===== src/rtl/led_pkg.sv =====
// Shared constants and helpers for the LED sequencer / PWM dimmer path.
// Colour-bit indices are common to the sequencer and dimmer.
package led_pkg;
   localparam int          LED_DUTY_W       = 8;
   localparam logic [7:0]  LED_DUTY_FULL    = 8'hFF;
   localparam int          LED_CLK_HZ       = 12_000_000;
   localparam int          LED_TICK_HZ      = 250_000;
   localparam int          LED_PRESCALE_DIV = LED_CLK_HZ / LED_TICK_HZ - 1;
   localparam int          LED_NUM_CH       = 3;
   localparam int          LED_IDX_R        = 2;
   localparam int          LED_IDX_G        = 1;
   localparam int          LED_IDX_B        = 0;

   typedef logic [LED_DUTY_W-1:0] duty_t;

   // One LSB toward the target, never past it.
   function automatic duty_t step_toward(input duty_t cur, input duty_t tgt);
      if (cur < tgt)      return cur + duty_t'(1);
      else if (cur > tgt) return cur - duty_t'(1);
      else                return cur;
   endfunction
endpackage


===== src/rtl/led_pwm_dimmer_channel.sv =====
// One colour channel: latched level/target, fade stepping and PWM compare.
// Levels only move at period boundaries so a period is never cut short.
module led_pwm_channel
   import led_pkg::*;
(
   input  logic  clk,
   input  logic  rst,
   input  logic  enable,
   input  logic  boundary,
   input  logic  fade_en,
   input  logic  fade_step,
   input  duty_t pwm_cnt,
   input  duty_t duty,
   input  logic  led_in,
   output logic  led,
   output logic  busy
);
   duty_t cur, tgt;
   logic  raw;

   assign raw  = led_in && (cur == LED_DUTY_FULL || pwm_cnt < cur);
   assign busy = (cur != tgt);

   always_ff @(posedge clk) begin
      if (rst) begin
         cur <= '0;
         tgt <= '0;
         led <= 1'b0;
      end else begin
         if (boundary) begin
            tgt <= duty;
            if (!fade_en)      cur <= duty;
            else if (fade_step) cur <= step_toward(cur, duty);
         end
         led <= enable && raw;
      end
   end
endmodule


===== src/rtl/led_pwm_dimmer.sv =====
// Three-channel PWM dimmer between the colour sequencer and the pads.
// Prescaler, PWM counter and fade divider are shared by all channels.
module led_pwm_dimmer
   import led_pkg::*;
#(
   parameter int PRESCALE_DIV      = LED_PRESCALE_DIV,
   parameter int FADE_STEP_PERIODS = 4
) (
   input  logic       clk,
   input  logic       rst,
   input  logic       enable,
   input  logic       led_r_in,
   input  logic       led_g_in,
   input  logic       led_b_in,
   input  logic [7:0] duty_r,
   input  logic [7:0] duty_g,
   input  logic [7:0] duty_b,
   input  logic       fade_en,
   output logic       led_r,
   output logic       led_g,
   output logic       led_b,
   output logic       period_start,
   output logic       fade_busy
);
   localparam int PW = $clog2(PRESCALE_DIV + 2);
   localparam int FW = $clog2(FADE_STEP_PERIODS + 1);

   logic [PW-1:0] presc;
   logic [FW-1:0] fdiv;
   duty_t         pwm_cnt;
   logic          tick, boundary, fade_step;

   logic [LED_NUM_CH-1:0][LED_DUTY_W-1:0] duty_all;
   logic [LED_NUM_CH-1:0]                 led_in_all, led_all, busy_all;

   assign tick      = enable && (presc == PW'(PRESCALE_DIV));
   assign boundary  = tick && (pwm_cnt == LED_DUTY_FULL);
   assign fade_step = boundary && (fdiv == FW'(FADE_STEP_PERIODS - 1));

   always_comb begin
      duty_all   = '0;
      led_in_all = '0;
      duty_all[LED_IDX_R]   = duty_r;
      duty_all[LED_IDX_G]   = duty_g;
      duty_all[LED_IDX_B]   = duty_b;
      led_in_all[LED_IDX_R] = led_r_in;
      led_in_all[LED_IDX_G] = led_g_in;
      led_in_all[LED_IDX_B] = led_b_in;
   end

   assign led_r = led_all[LED_IDX_R];
   assign led_g = led_all[LED_IDX_G];
   assign led_b = led_all[LED_IDX_B];

   always_ff @(posedge clk) begin
      if (rst || !enable) begin
         presc   <= '0;
         pwm_cnt <= '0;
         fdiv    <= '0;
      end else begin
         presc <= tick ? '0 : presc + PW'(1);
         if (tick) pwm_cnt <= pwm_cnt + duty_t'(1);
         // Divider only runs while fading; a fresh ramp starts a full step away.
         if (!fade_en)      fdiv <= '0;
         else if (fade_step) fdiv <= '0;
         else if (boundary)  fdiv <= fdiv + FW'(1);
      end
   end

   always_ff @(posedge clk) begin
      if (rst) begin
         period_start <= 1'b0;
         fade_busy    <= 1'b0;
      end else begin
         period_start <= boundary;
         fade_busy    <= |busy_all;
      end
   end

   for (genvar ch = 0; ch < LED_NUM_CH; ch++) begin : g_ch
      led_pwm_channel u_ch (
         .clk       (clk),
         .rst       (rst),
         .enable    (enable),
         .boundary  (boundary),
         .fade_en   (fade_en),
         .fade_step (fade_step),
         .pwm_cnt   (pwm_cnt),
         .duty      (duty_all[ch]),
         .led_in    (led_in_all[ch]),
         .led       (led_all[ch]),
         .busy      (busy_all[ch])
      );
   end
endmodule


===== config.mk =====
export PLATFORM = sky130hd
export DESIGN_NAME = led_pwm_dimmer
export DESIGN_NICKNAME = d
export VERILOG_FILES = /design/src/rtl/led_pkg.sv /design/src/rtl/led_pwm_dimmer_channel.sv /design/src/rtl/led_pwm_dimmer.sv
export SDC_FILE = /design/constraint.sdc
export NUM_CORES = 1
export LEC_CHECK = 0
export ABC_AREA = 1
export CAP_MARGIN = 20
export CORE_ASPECT_RATIO = 1.2
export CORE_MARGIN = 8
export CORE_UTILIZATION = 34
export CTS_CLUSTER_SIZE = 40
export DETAILED_ROUTE_END_ITERATION = 6
export HOLD_SLACK_MARGIN = 0.05
export SYNTH_ARGS = -nofsm -noshare
export SYNTH_HDL_FRONTEND = slang
export SYNTH_SLANG_ARGS = --single-unit

===== constraint.sdc =====
create_clock -name clk -period 3.32 [get_ports clk]
set_input_delay 0.664 -clock clk [delete_from_list [all_inputs] [get_ports clk]]
set_output_delay 0.664 -clock clk [all_outputs]
set_load 0.01 [all_outputs]

==> key figures <==
STA
  – Worst Clk Skew: 0.00796 ns
  – RSZ-0062 raised after global routing: false
  – Period minus WS final: 3.06 ns
  – Final period util: 0.921
  – Post-route setup slack: 0.264 ns
  – FMAX: 327 MHz
  – Setup violators final: 0
  – Slew @ Worst Pin: 0.754 ns
  – Setup TNS: 0 ns
  – Max_slew headroom: 0.496
  – Final Max Slew Viols: 0
  – Final hold vios: 0

Routing
  – Vias after detailed routing: 5,121
  – DRC Markers: 0
  – Initial drt markers: 321
  – Drt pass-1 iters: 5
  – Antenna Nets Post-Route: 0
  – DR WL/cell: 13.7 um
  – WL final: 14,400 um
  – Vias per cell: 4.87

Logic synthesis
  – Area contributors post-synth: dfxtp_1 (27%), ha_1 (17%), nand2_1 (10%)
  – Share of synthesized registers carrying an async set or reset: 0
  – Yosys warning total: 0
  – Post-synth EDFFs: 0
  – Synth area leader: dfxtp_1
  – Post-synthesis cell area: 5230 um^2
  – Syn Area/Cell: 7.01 um^2
  – Synth top area share: 0.268
  – Main synth FF type: dfxtp_1
  – Synthesis-stage register bit count: 70
  – Synth cell types: 34
  – Synth Instances: 746
  – Most frequent cell after synthesis: nand2_1
  – Syn nets: 850
  – Sequential share of the synthesized area: 0.268
  – List of most frequent post-synthesis cells: nand2_1 (141), inv_1 (93), a21oi_1 (80)

Global routing
  – Met2 Use GR: 0.263
  – Total grt overflow: 0
  – GRT Overall Usage: 0.151
  – Gr busiest metal: met2
  – First-pass GRT wire length: 24,000 um
  – Initial antenna violation count: 0
  – Met1 Track Usage GR: 0.184
  – Vias in the first global route: 4,985
  – Met3 Usage GRT: 0.0252
  – Largest net degree at the start of global routing: 36

Critical path
  – Critical path data required time: 3.54 ns
  – Kind of start point of the critical path: input pin
  – Reg2Reg Depth: 14
  – Critical Path Sink Type: flip-flop
  – Max FO, Critical Path: 9
  – Critical path arrival: 3.27 ns
  – Setup CP Type: input pin to flip-flop

Layout
  – Core Util, Final: 0.438
  – P&R area growth vs syn: 26.0%
  – # diodes: 0
  – Final instance area: 6590 um^2
  – Total Nets Final: 949
  – Share of cells above drive strength 1: 0.121

Die
  – # IOs: 36
  – Initial cell density of the core: 0.348
  – Die Wd: 129 um
  – Die area: 19,600 um^2
  – Std cell rows: 49
  – Core Box Area: 15,000 um^2
  – Die Y: 152 um

Power and ir drop
  – Leakage: 0.00299 uW
  – Total power: 1930 uW
  – Peak VDD IR: 0.000192 V
  – Pwr dens: 292 nW/um^2

CTS
  – Post-CTS Hold Buffers: 0
  – TritonCTS clock tree: yes
  – Clock Path Buffers: 2
  – Num CTS Buffers: 9
  – Setup bufs post-CTS: 0
  – Clk slew on worst S/H paths: 0.05 ns
  – H-tree levels: 3
  – Clk_lat worst skew: 0.33 ns
  – CTS Sinks: 70
  – CTS Root Cell: clkbuf_16

Hold path
  – HP Class: flip-flop to flip-flop
  – Worst Hold Depth: 1

Placed design
  – Post-Place Setup Slack: -0.159 ns
  – IO buf count: 35
  – Placed Area: 6290 um^2
  – GPL Wtd Cong: 0.834
  – Detail Placement HPWL: 11,000 um

Outcome
  – Outcome: complete, no violations

Flow run
  – MaxCap Viol Count: 0
flip-flops by register name (all words and copies together) (netlist names):
signal         flops
fdiv               3
g_ch.u_ch.tgt     24
g_ch.u_ch.led      3
fade_busy          1
presc              6
period_start       1
g_ch.u_ch.cur     24
pwm_cnt            8
placed cells by master, fill, tap and decap left out, drive strengths merged, types with 35 or more instances in the layout:
cell type and instances:
a21oi 81, buf 71, clkdlybuf4s50 35, dfxtp 70, ha 70, inv 93
nand2 144, nand3 53, nor2 62, o21ai 65
per-layer routing:
layer  vias up  share of wire
met3         9          0.038
met5         -              0
met2       104           0.49
li1       2706              -
met4         0          0.010
met1      2302           0.46
path summary, 6_finish.rpt:
path | end | slack (ns) | start
hold reg to reg | presc[0]$_SDFF_PP0_ | 0.44 | presc[0]$_SDFF_PP0_
hold / removal | presc[0]$_SDFF_PP0_ | 0.44 | presc[0]$_SDFF_PP0_
setup reg to reg | g_ch[0].u_ch.cur[6]$_SDFFE_PP0P_ | 0.61 | g_ch[0].u_ch.cur[5]$_SDFFE_PP0P_
setup / recovery | g_ch[1].u_ch.cur[4]$_SDFFE_PP0P_ | 0.26 | duty_g[5]
critical path, cell delays in order:
cell	delay (ns)
clkdlybuf4s50_1	0.48
inv_1	0.07
ha_1	0.31
a21oi_1	0.16
nor2_1	0.05
nor2_1	0.16
nand2_2	0.17
buf_4	0.18
fa_1	0.41
a31oi_1	0.19
xor2_1	0.17
o21ai_0	0.09
nor2_1	0.12
nor2_1	0.05
stage by stage:
stage               hold slack [ns]  cells
detailed placement            0.438   1038
CTS                           0.450   1052
global placement              0.433   1038
global route                  0.472   1052
floorplan                     0.418    746
finish                        0.441   1052
cell families after synthesis:
kind of cell	share of synthesized area
AND/OR/NAND/NOR	0.247
AO/OA/AOI/OAI	0.175
buffers and inverters	0.0847
adder cells (fa/ha/maj)	0.179
flip-flops	0.268
XOR/XNOR	0.0469
power breakdown:
part	internal (uW)	leakage, uW	total, uW	switching [uW]
logic	81.4	0.00229	164	82.2
registers	841	0.000564	842	0.751
clock network	558	0.000138	920	362
total	1480	0.00299	1930	445
area by class of cell:
class                           instances  area [um^2]
Inverter                               95          357
Sequential cell                        70         1400
Timing Repair Buffer                  106          896
Fill cell                            1562         8430
Clock buffer                           13          270
Clock inverter                          1         5.00
Multi-Input combinational cell        563         3400
Tap cell                              204          255
what timing repair did:
action / CTS / global route
gates resized for setup: 0 / 6
endpoints found under the hold margin: 0 / 0
endpoints found under the setup margin: 0 / 11
(Power assumes the default switching activity.)
